File: src/rtl/led_stripe_rx_pkg.sv
// Shared definitions for the LED stripe one-wire receiver and its transmitter.
// Holds the receiver FSM states, word geometry and default bit timing at 100 MHz.
// No logic; helper function only.
package led_stripe_pkg;

    // Receiver FSM states
    typedef enum logic [1:0] {
        ST_SYNC = 2'd0,  // waiting for the first reset gap
        ST_IDLE = 2'd1,  // frame boundary seen, line low
        ST_HIGH = 2'd2,  // measuring a high pulse
        ST_LOW  = 2'd3   // between bits, watching for the reset gap
    } state_e;

    // One LED word: G, R, B bytes, MSB first on the wire
    localparam int BITS_PER_LED = 24;

    // Default timing shared with the transmitter (clocks at 100 MHz)
    localparam int T0H_CYC          = 40;
    localparam int T1H_CYC          = 80;
    localparam int THRESH_CYC_DEF   = 60;
    localparam int MIN_HIGH_CYC_DEF = 10;
    localparam int MAX_HIGH_CYC_DEF = 200;
    localparam int RESET_CYC_DEF    = 5000;

    // Increment that sticks at 255
    function automatic logic [7:0] sat_inc8(input logic [7:0] v);
        return (v == 8'hFF) ? v : v + 8'd1;
    endfunction

endpackage

File: src/rtl/led_stripe_rx_sync_edge_detect.sv
// Two-flop synchronizer for the stripe data line plus rise/fall edge pulses.
// Latency: level_o lags the pin by 2 clocks; edge pulses are combinational on level_o.
// No backpressure: free-running input path.
module sync_edge_detect (
    input  logic clk,
    input  logic rstn,
    input  logic async_i,
    output logic level_o,
    output logic rise_o,
    output logic fall_o
);

    logic sync1_q;
    logic sync2_q;
    logic prev_q;

    // Metastability filter followed by a one-cycle history of the clean level
    always_ff @(posedge clk or negedge rstn) begin
        if (!rstn) begin
            sync1_q <= 1'b0;
            sync2_q <= 1'b0;
            prev_q  <= 1'b0;
        end else begin
            sync1_q <= async_i;
            sync2_q <= sync1_q;
            prev_q  <= sync2_q;
        end
    end

    assign level_o = sync2_q;
    assign rise_o  = sync2_q & ~prev_q;
    assign fall_o  = ~sync2_q & prev_q;

endmodule

File: src/rtl/led_stripe_rx.sv
// Addressable-LED stripe receiver: pulse-width bit decode into 24-bit GRB words, reset-gap framing.
// Latency: a pin change sampled on edge N produces its output pulse after edge N+2.
// No backpressure: outputs are one-cycle pulses that the consumer must take when offered.
module led_stripe_rx
    import led_stripe_pkg::*;
#(
    parameter int THRESH_CYC   = THRESH_CYC_DEF,
    parameter int MIN_HIGH_CYC = MIN_HIGH_CYC_DEF,
    parameter int MAX_HIGH_CYC = MAX_HIGH_CYC_DEF,
    parameter int RESET_CYC    = RESET_CYC_DEF,
    parameter int CNT_W        = 16
) (
    input  logic                    clk,
    input  logic                    rstn,
    input  logic                    din,
    output logic [BITS_PER_LED-1:0] word_data,
    output logic                    word_valid,
    output logic [7:0]              word_count,
    output logic                    frame_done,
    output logic                    frame_partial,
    output logic                    bit_error,
    output logic                    synced
);

    localparam logic [CNT_W-1:0] THRESH_L = CNT_W'(THRESH_CYC);
    localparam logic [CNT_W-1:0] MIN_L    = CNT_W'(MIN_HIGH_CYC);
    localparam logic [CNT_W-1:0] MAX_L    = CNT_W'(MAX_HIGH_CYC);
    localparam logic [CNT_W-1:0] RESET_L  = CNT_W'(RESET_CYC);
    localparam logic [4:0]       LAST_BIT = 5'(BITS_PER_LED - 1);

    logic line_lvl;
    logic line_rise;
    logic line_fall;

    sync_edge_detect u_sync (
        .clk     (clk),
        .rstn    (rstn),
        .async_i (din),
        .level_o (line_lvl),
        .rise_o  (line_rise),
        .fall_o  (line_fall)
    );

    state_e                  state_q;
    logic [CNT_W-1:0]        cnt_q;
    logic [CNT_W-1:0]        cnt_d;
    logic [BITS_PER_LED-1:0] shift_q;
    logic [BITS_PER_LED-1:0] shift_d;
    logic [4:0]              bit_cnt_q;
    logic                    active_q;
    logic                    bit_val;

    logic [BITS_PER_LED-1:0] word_data_q;
    logic                    word_valid_q;
    logic [7:0]              word_count_q;
    logic                    frame_done_q;
    logic                    frame_partial_q;
    logic                    bit_error_q;
    logic                    synced_q;

    // Duration of the current level including this cycle; restarts at 1 on any edge.
    // On a falling edge cnt_q still holds the full high-pulse length.
    always_comb begin
        cnt_d = cnt_q;
        if (line_rise || line_fall) begin
            cnt_d = {{(CNT_W-1){1'b0}}, 1'b1};
        end else if (cnt_q != {CNT_W{1'b1}}) begin
            cnt_d = cnt_q + 1'b1;
        end
    end

    // Decoded bit and the shift register with that bit appended at the LSB
    always_comb begin
        bit_val = (cnt_q >= THRESH_L);
        shift_d = {shift_q[BITS_PER_LED-2:0], bit_val};
    end

    // Receiver FSM with registered outputs; event pulses default low every cycle
    always_ff @(posedge clk or negedge rstn) begin
        if (!rstn) begin
            state_q         <= ST_SYNC;
            cnt_q           <= '0;
            shift_q         <= '0;
            bit_cnt_q       <= '0;
            active_q        <= 1'b0;
            word_data_q     <= '0;
            word_valid_q    <= 1'b0;
            word_count_q    <= '0;
            frame_done_q    <= 1'b0;
            frame_partial_q <= 1'b0;
            bit_error_q     <= 1'b0;
            synced_q        <= 1'b0;
        end else begin
            cnt_q           <= cnt_d;
            word_valid_q    <= 1'b0;
            frame_done_q    <= 1'b0;
            frame_partial_q <= 1'b0;
            bit_error_q     <= 1'b0;

            case (state_q)
                // Everything on the line is ignored until a full reset gap
                ST_SYNC: begin
                    if (!line_lvl && (cnt_d >= RESET_L)) begin
                        synced_q <= 1'b1;
                        state_q  <= ST_IDLE;
                    end
                end

                ST_IDLE: begin
                    if (line_rise) begin
                        state_q <= ST_HIGH;
                    end
                end

                ST_HIGH: begin
                    if (line_fall) begin
                        if (cnt_q < MIN_L) begin
                            // Glitch: flagged, bit not counted
                            bit_error_q <= 1'b1;
                        end else begin
                            active_q <= 1'b1;
                            shift_q  <= shift_d;
                            if (bit_cnt_q == LAST_BIT) begin
                                word_data_q  <= shift_d;
                                word_valid_q <= 1'b1;
                                bit_cnt_q    <= '0;
                                word_count_q <= sat_inc8(word_count_q);
                            end else begin
                                bit_cnt_q <= bit_cnt_q + 5'd1;
                            end
                        end
                        state_q <= ST_LOW;
                    end else if (cnt_d >= MAX_L) begin
                        // Stuck-high line: abandon the frame and resynchronise
                        bit_error_q  <= 1'b1;
                        shift_q      <= '0;
                        bit_cnt_q    <= '0;
                        word_count_q <= '0;
                        active_q     <= 1'b0;
                        synced_q     <= 1'b0;
                        state_q      <= ST_SYNC;
                    end
                end

                ST_LOW: begin
                    if (line_rise) begin
                        state_q <= ST_HIGH;
                    end else if (cnt_d >= RESET_L) begin
                        // Frame boundary; leftover partial bits are dropped
                        frame_done_q    <= active_q;
                        frame_partial_q <= active_q && (bit_cnt_q != 5'd0);
                        shift_q         <= '0;
                        bit_cnt_q       <= '0;
                        word_count_q    <= '0;
                        active_q        <= 1'b0;
                        state_q         <= ST_IDLE;
                    end
                end

                default: begin
                    state_q <= ST_SYNC;
                end
            endcase
        end
    end

    assign word_data     = word_data_q;
    assign word_valid    = word_valid_q;
    assign word_count    = word_count_q;
    assign frame_done    = frame_done_q;
    assign frame_partial = frame_partial_q;
    assign bit_error     = bit_error_q;
    assign synced        = synced_q;

endmodule

File: config.mk
export PLATFORM = sky130hd
export DESIGN_NAME = led_stripe_rx
export DESIGN_NICKNAME = d
export VERILOG_FILES = /design/src/rtl/led_stripe_rx_pkg.sv /design/src/rtl/led_stripe_rx_sync_edge_detect.sv /design/src/rtl/led_stripe_rx.sv
export SDC_FILE = /design/constraint.sdc
export NUM_CORES = 1
export LEC_CHECK = 0
export CAP_MARGIN = 20
export CORE_ASPECT_RATIO = 1.4
export CORE_MARGIN = 2
export CORE_UTILIZATION = 35
export CTS_CLUSTER_DIAMETER = 50
export DETAILED_ROUTE_END_ITERATION = 16
export PLACE_DENSITY = 0.61
export SKIP_LAST_GASP = 1
export SYNTH_ARGS = -nofsm -noshare
export SYNTH_HDL_FRONTEND = slang
export SYNTH_SLANG_ARGS = --single-unit
File: constraint.sdc
create_clock -name clk -period 2.6 [get_ports clk]
set_input_delay 0.39 -clock clk [delete_from_list [all_inputs] [get_ports clk]]
set_output_delay 0.39 -clock clk [all_outputs]
set_load 0.005 [all_outputs]
==> impl_metrics.json, run 1 <==
{
  "outcome": "finished, final reports clean",
  "timing.final.max_slew_violations": 0,
  "critPathRequiredTime_ns": 2.83,
  "cellPowerDensity_nw_per_um2": 500.7,
  "antenna_found_initial": 0,
  "fin_crit_sh_pct": 98.82,
  "worstPathCellList": "inv_1 > ha_2 > inv_1 > nor3_2 > and4_1 > nand4_1 > a31o_1 > or2_4 > buf_12 > a22o_1",
  "cts-root-to-sink-buffers": 2,
  "grt_remaining_overflow": 0,
  "fp-row-count": 47,
  "hold_viol_final": 0,
  "total_leakage_power_nw": 2.663,
  "die_x_um": 97.01,
  "worst_path_most_repeated_cell": "sky130_fd_sc_hd__inv_1",
  "drt_wl_total_mm": 10.94,
  "synth_simple_gate_area_share_pct": 21.75,
  "synth.top_cells.by_area": "sky130_fd_sc_hd__dfrtp_1 51%, sky130_fd_sc_hd__nand2_1 7.9%, sky130_fd_sc_hd__a22o_1 5.0%, sky130_fd_sc_hd__a21oi_1 2.1%, sky130_fd_sc_hd__ha_1 2.1%",
  "area_fraction_in_compound_gates_after_synthesis_pct": 18.27,
  "synth.mux.area_fraction_pct": 0.5018,
  "synthMostInstantiatedCell": "sky130_fd_sc_hd__nand2_1",
  "maximum_number_of_pins_on_one_net_before_global_route_repair": 47,
  "hold_class": "input port to asynchronous set/reset pin",
  "fill_cells": 1088,
  "timing.fmax_mhz": 389.2,
  "period_needed_ns": 2.569,
  "total_inserted_antenna_cells": 0,
  "clkLatencyLatePin_ns": 0.34,
  "fin_ws_ns": 0.03059,
  "utilization_pct": 48.71,
  "post_synth_fa_ha_maj_area_fraction_pct": 2.066,
  "start_kind": "flop",
  "number_of_antenna_violating_nets_in_the_routed_design": 0,
  "max_slew_margin_pct": 59.40,
  "setup_viol_count_final": 0,
  "drt_first_pass_iters": 4,
  "finalClockSkew_ns": 0.01050,
  "syn_area_per_cell_um2": 9.904,
  "route.detailed.drc": 0,
  "final_net_count": 539,
  "timing_worst_slew_pin_value_ns": 0.6040,
  "number_of_global_route_vias_before_repair": 3629,
  "detail_routed_via_count_per_cell": 5.322,
  "clock_sink_count": 87,
  "cts_root_buf": "sky130_fd_sc_hd__clkbuf_16",
  "tritoncts_clock_tree": "built",
  "synth-warning-count": 0,
  "htree_num_levels": 3,
  "vdd_drop_max_mv": 0.3439,
  "syn2layout_area_growth_pct": 35.83,
  "cap_viol_max_count": 0,
  "synth_flop_cell": "sky130_fd_sc_hd__dfrtp_1",
  "worstPathMaxFanout": 22,
  "core_area_um2": 11820,
  "fraction_of_layout_cells_with_a_size_suffix_above_1_pct": 27.15,
  "gp_congestion": 0.8522,
  "synth-xor-area-share_pct": 0.8264,
  "count_of_flip_flops_with_a_built_in_enable_after_synthesis": 0,
  "floorplan.initialDensity_pct": 35.86,
  "timing.critical_path.to_type": "flop",
  "clk_pin_slew_ns": 0.07,
  "num_io_pins": 40,
  "synth_top_cells_by_count": "89 x sky130_fd_sc_hd__nand2_1, 87 x sky130_fd_sc_hd__dfrtp_1, 24 x sky130_fd_sc_hd__a22o_1",
  "main_combinational_cell_family_by_area_after_synthesis": "simple AND/OR/NAND/NOR gates",
  "register_area_share_after_synthesis_pct": 51.36,
  "dpl_worst_slack_ns": -0.1134,
  "grt_first_pass_wirelength_mm": 18.01,
  "routed_wire_length_per_instance_um": 16.06,
  "port-buffer-count": 39,
  "groute.usage.overall_pct": 17.08,
  "cell_class_contributing_the_biggest_share_of_worst_path_delay": "simple AND/OR/NAND/NOR gates",
  "async_reset_ff_share_pct": 100.0,
  "synth_top_area_share_pct": 51.36,
  "ctsHoldBuffers": 0,
  "critPathArrivalTime_ns": 2.80,
  "slowest_stage_cell_cp": "sky130_fd_sc_hd__dfrtp_1",
  "worstSetupPathType": "flop to flop",
  "die_height_um": 134.2,
  "cts_made_buffers": 9,
  "post_synth_num_cell_types": 61,
  "dieArea_um2": 13020,
  "cpPeakStageDelay_ns": 0.40,
  "synthCells": 428,
  "synth_top_area_cell": "sky130_fd_sc_hd__dfrtp_1",
  "finish.instance_area_um2": 5758,
  "synthesis.nets": 438,
  "grt_setup_unrepaired": "true",
  "post_synthesis_cell_area_um2": 4239,
  "dpl.hpwl_mm": 7.631,
  "dr.first_iter.drc_count": 229,
  "post_dp_cell_area_um2": 5152,
  "synth_seq_cells": 87,
  "worstPathBufferInverterCount": 3,
  "routed_via_count": 3624
}
-- where the power goes --
| part | internal [mW] | switching [mW] | total, mW |
|---|---|---|---|
| Sequential | 1.37 | 0.0176 | 1.39 |
| Combinational | 0.0710 | 0.125 | 0.196 |
| Clock | 0.775 | 0.527 | 1.30 |
-- flip-flops by register name, indices dropped and copies added, names as in the netlist --
signal,flops
frame_partial,1
active_q,1
word_valid,1
u_sync.level_o,1
shift_q,23
cnt_q,16
u_sync.prev_q,1
bit_cnt_q,5
u_sync.sync1_q,1
bit_error,1
state_q,2
word_count,8
frame_done,1
synced,1
word_data,24
-- kinds of logic (layout without fill, tap and decap cells) --
group | Yosys count | in the layout
flops | 87 | 87
xor+xnor | 4 | 4
fa+ha+maj | 7 | 7
buf+inv | 41 | 147
simple gates | 180 | 180
mux | 2 | 2
compound gates | 107 | 107
-- worst register-to-register path, cell delays in order, from the launching register on --
cell	delay, ns
sky130_fd_sc_hd__dfrtp_1	0.40
sky130_fd_sc_hd__inv_1	0.09
sky130_fd_sc_hd__ha_2	0.39
sky130_fd_sc_hd__inv_1	0.11
sky130_fd_sc_hd__nor3_2	0.24
sky130_fd_sc_hd__and4_1	0.24
sky130_fd_sc_hd__nand4_1	0.11
sky130_fd_sc_hd__a31o_1	0.26
sky130_fd_sc_hd__or2_4	0.26
sky130_fd_sc_hd__buf_12	0.16
sky130_fd_sc_hd__a22o_1	0.19
-- per-stage QoR --
| step | total power, mW | hold WS, ns | std cells | TNS, ns |
|---|---|---|---|---|
| 2_1_floorplan | 1.502 | 0.09441 | 428 | -1.441 |
| 3_3_place_gp | 1.585 | 0.3835 | 649 | -1.424 |
| 3_5_place_dp | 1.590 | 0.3795 | 649 | -2.462 |
| 4_1_cts | 2.908 | 0.07934 | 668 | 0 |
| 5_1_grt | 3.001 | 0.09827 | 681 | -2.917 |
| 6_report | 2.883 | 0.05075 | 681 | 0 |
-- routing by layer --
| metal | share of wire [%] | global-route usage [%] |
|---|---|---|
| met1 | 43 | 20.71 |
| met2 | 52 | 29.05 |
| met3 | 3.1 | 3.596 |
| met4 | 2.5 | 8.059 |
| met5 | 0 | 0 |
-- timing repair --
| action | 4_1_cts | 5_1_grt |
|---|---|---|
| setup endpoints to repair | 33 | 60 |
| buffers inserted | 3 | 13 |
| gates resized for setup | 21 | 30 |
| pin swaps | 5 | 12 |
| cloned | 0 | 0 |
-- path summary, 6_finish.rpt --
kind | startpoint | end | slack [ns] | depth (start not counted)
worst max-delay path | u_sync.level_o | shift_q[15] | 0.03 | 10
worst min-delay path | rstn | cnt_q[15] | 0.05 | 1
worst max register to register | u_sync.level_o | shift_q[15] | 0.03 | 10
worst min register to register | u_sync.sync1_q | u_sync.level_o | 0.38 | 0
max in group asynchronous | rstn | cnt_q[12] | 1.83 | 2
min in group clk | u_sync.sync1_q | u_sync.level_o | 0.38 | 0
-- area by class of cell --
type | instances | area, um2 | area share (%)
sequential | 87 | 2190 | 38.03
tap | 147 | 183.9 | 3.194
multi-input combinational | 300 | 2011 | 34.92
clock buffer | 12 | 246.5 | 4.281
timing repair buffer | 118 | 1025 | 17.80
clock inverter | 4 | 53.80 | 0.9344
inverter | 13 | 48.80 | 0.8475
-- cells in the final DEF (no fill, tap or decap), types with 3 or more instances in the layout --
master | Yosys | layout
sky130_fd_sc_hd__nor4_4 | 2 | 3
sky130_fd_sc_hd__nand3b_1 | 3 | 3
sky130_fd_sc_hd__xor2_1 | 3 | 3
sky130_fd_sc_hd__nor2_1 | 18 | 18
sky130_fd_sc_hd__clkbuf_16 | 0 | 9
sky130_fd_sc_hd__and3_1 | 8 | 7
sky130_fd_sc_hd__dfrtp_2 | 0 | 10
sky130_fd_sc_hd__and4_1 | 5 | 4
sky130_fd_sc_hd__nor3_1 | 9 | 6
sky130_fd_sc_hd__o211ai_1 | 3 | 3
sky130_fd_sc_hd__nand2_1 | 89 | 88
sky130_fd_sc_hd__dfrtp_1 | 87 | 77
sky130_fd_sc_hd__a31o_2 | 3 | 3
sky130_fd_sc_hd__nand3_1 | 11 | 10
sky130_fd_sc_hd__o21ai_1 | 4 | 4
sky130_fd_sc_hd__nand2b_1 | 9 | 9
sky130_fd_sc_hd__o21ai_0 | 13 | 10
sky130_fd_sc_hd__a22o_1 | 24 | 24
sky130_fd_sc_hd__buf_6 | 5 | 5
sky130_fd_sc_hd__a31oi_1 | 13 | 10
sky130_fd_sc_hd__o31ai_1 | 5 | 3
sky130_fd_sc_hd__a21oi_1 | 18 | 17
sky130_fd_sc_hd__buf_4 | 6 | 73
sky130_fd_sc_hd__inv_1 | 13 | 13
sky130_fd_sc_hd__clkdlybuf4s50_1 | 0 | 38
sky130_fd_sc_hd__ha_1 | 7 | 5
sky130_fd_sc_hd__nand4_1 | 9 | 9
sky130_fd_sc_hd__o21ai_2 | 0 | 3
sky130_fd_sc_hd__nor3_2 | 1 | 4
No activity file was read; power rests on OpenSTA's default activity.
==> run 2: changes to the inputs <==
Settings changed: CTS_CLUSTER_SIZE set to 30.
==> results of run 2 <==
Same layout as run 1: the final DEF is identical, and so are final timing and power.
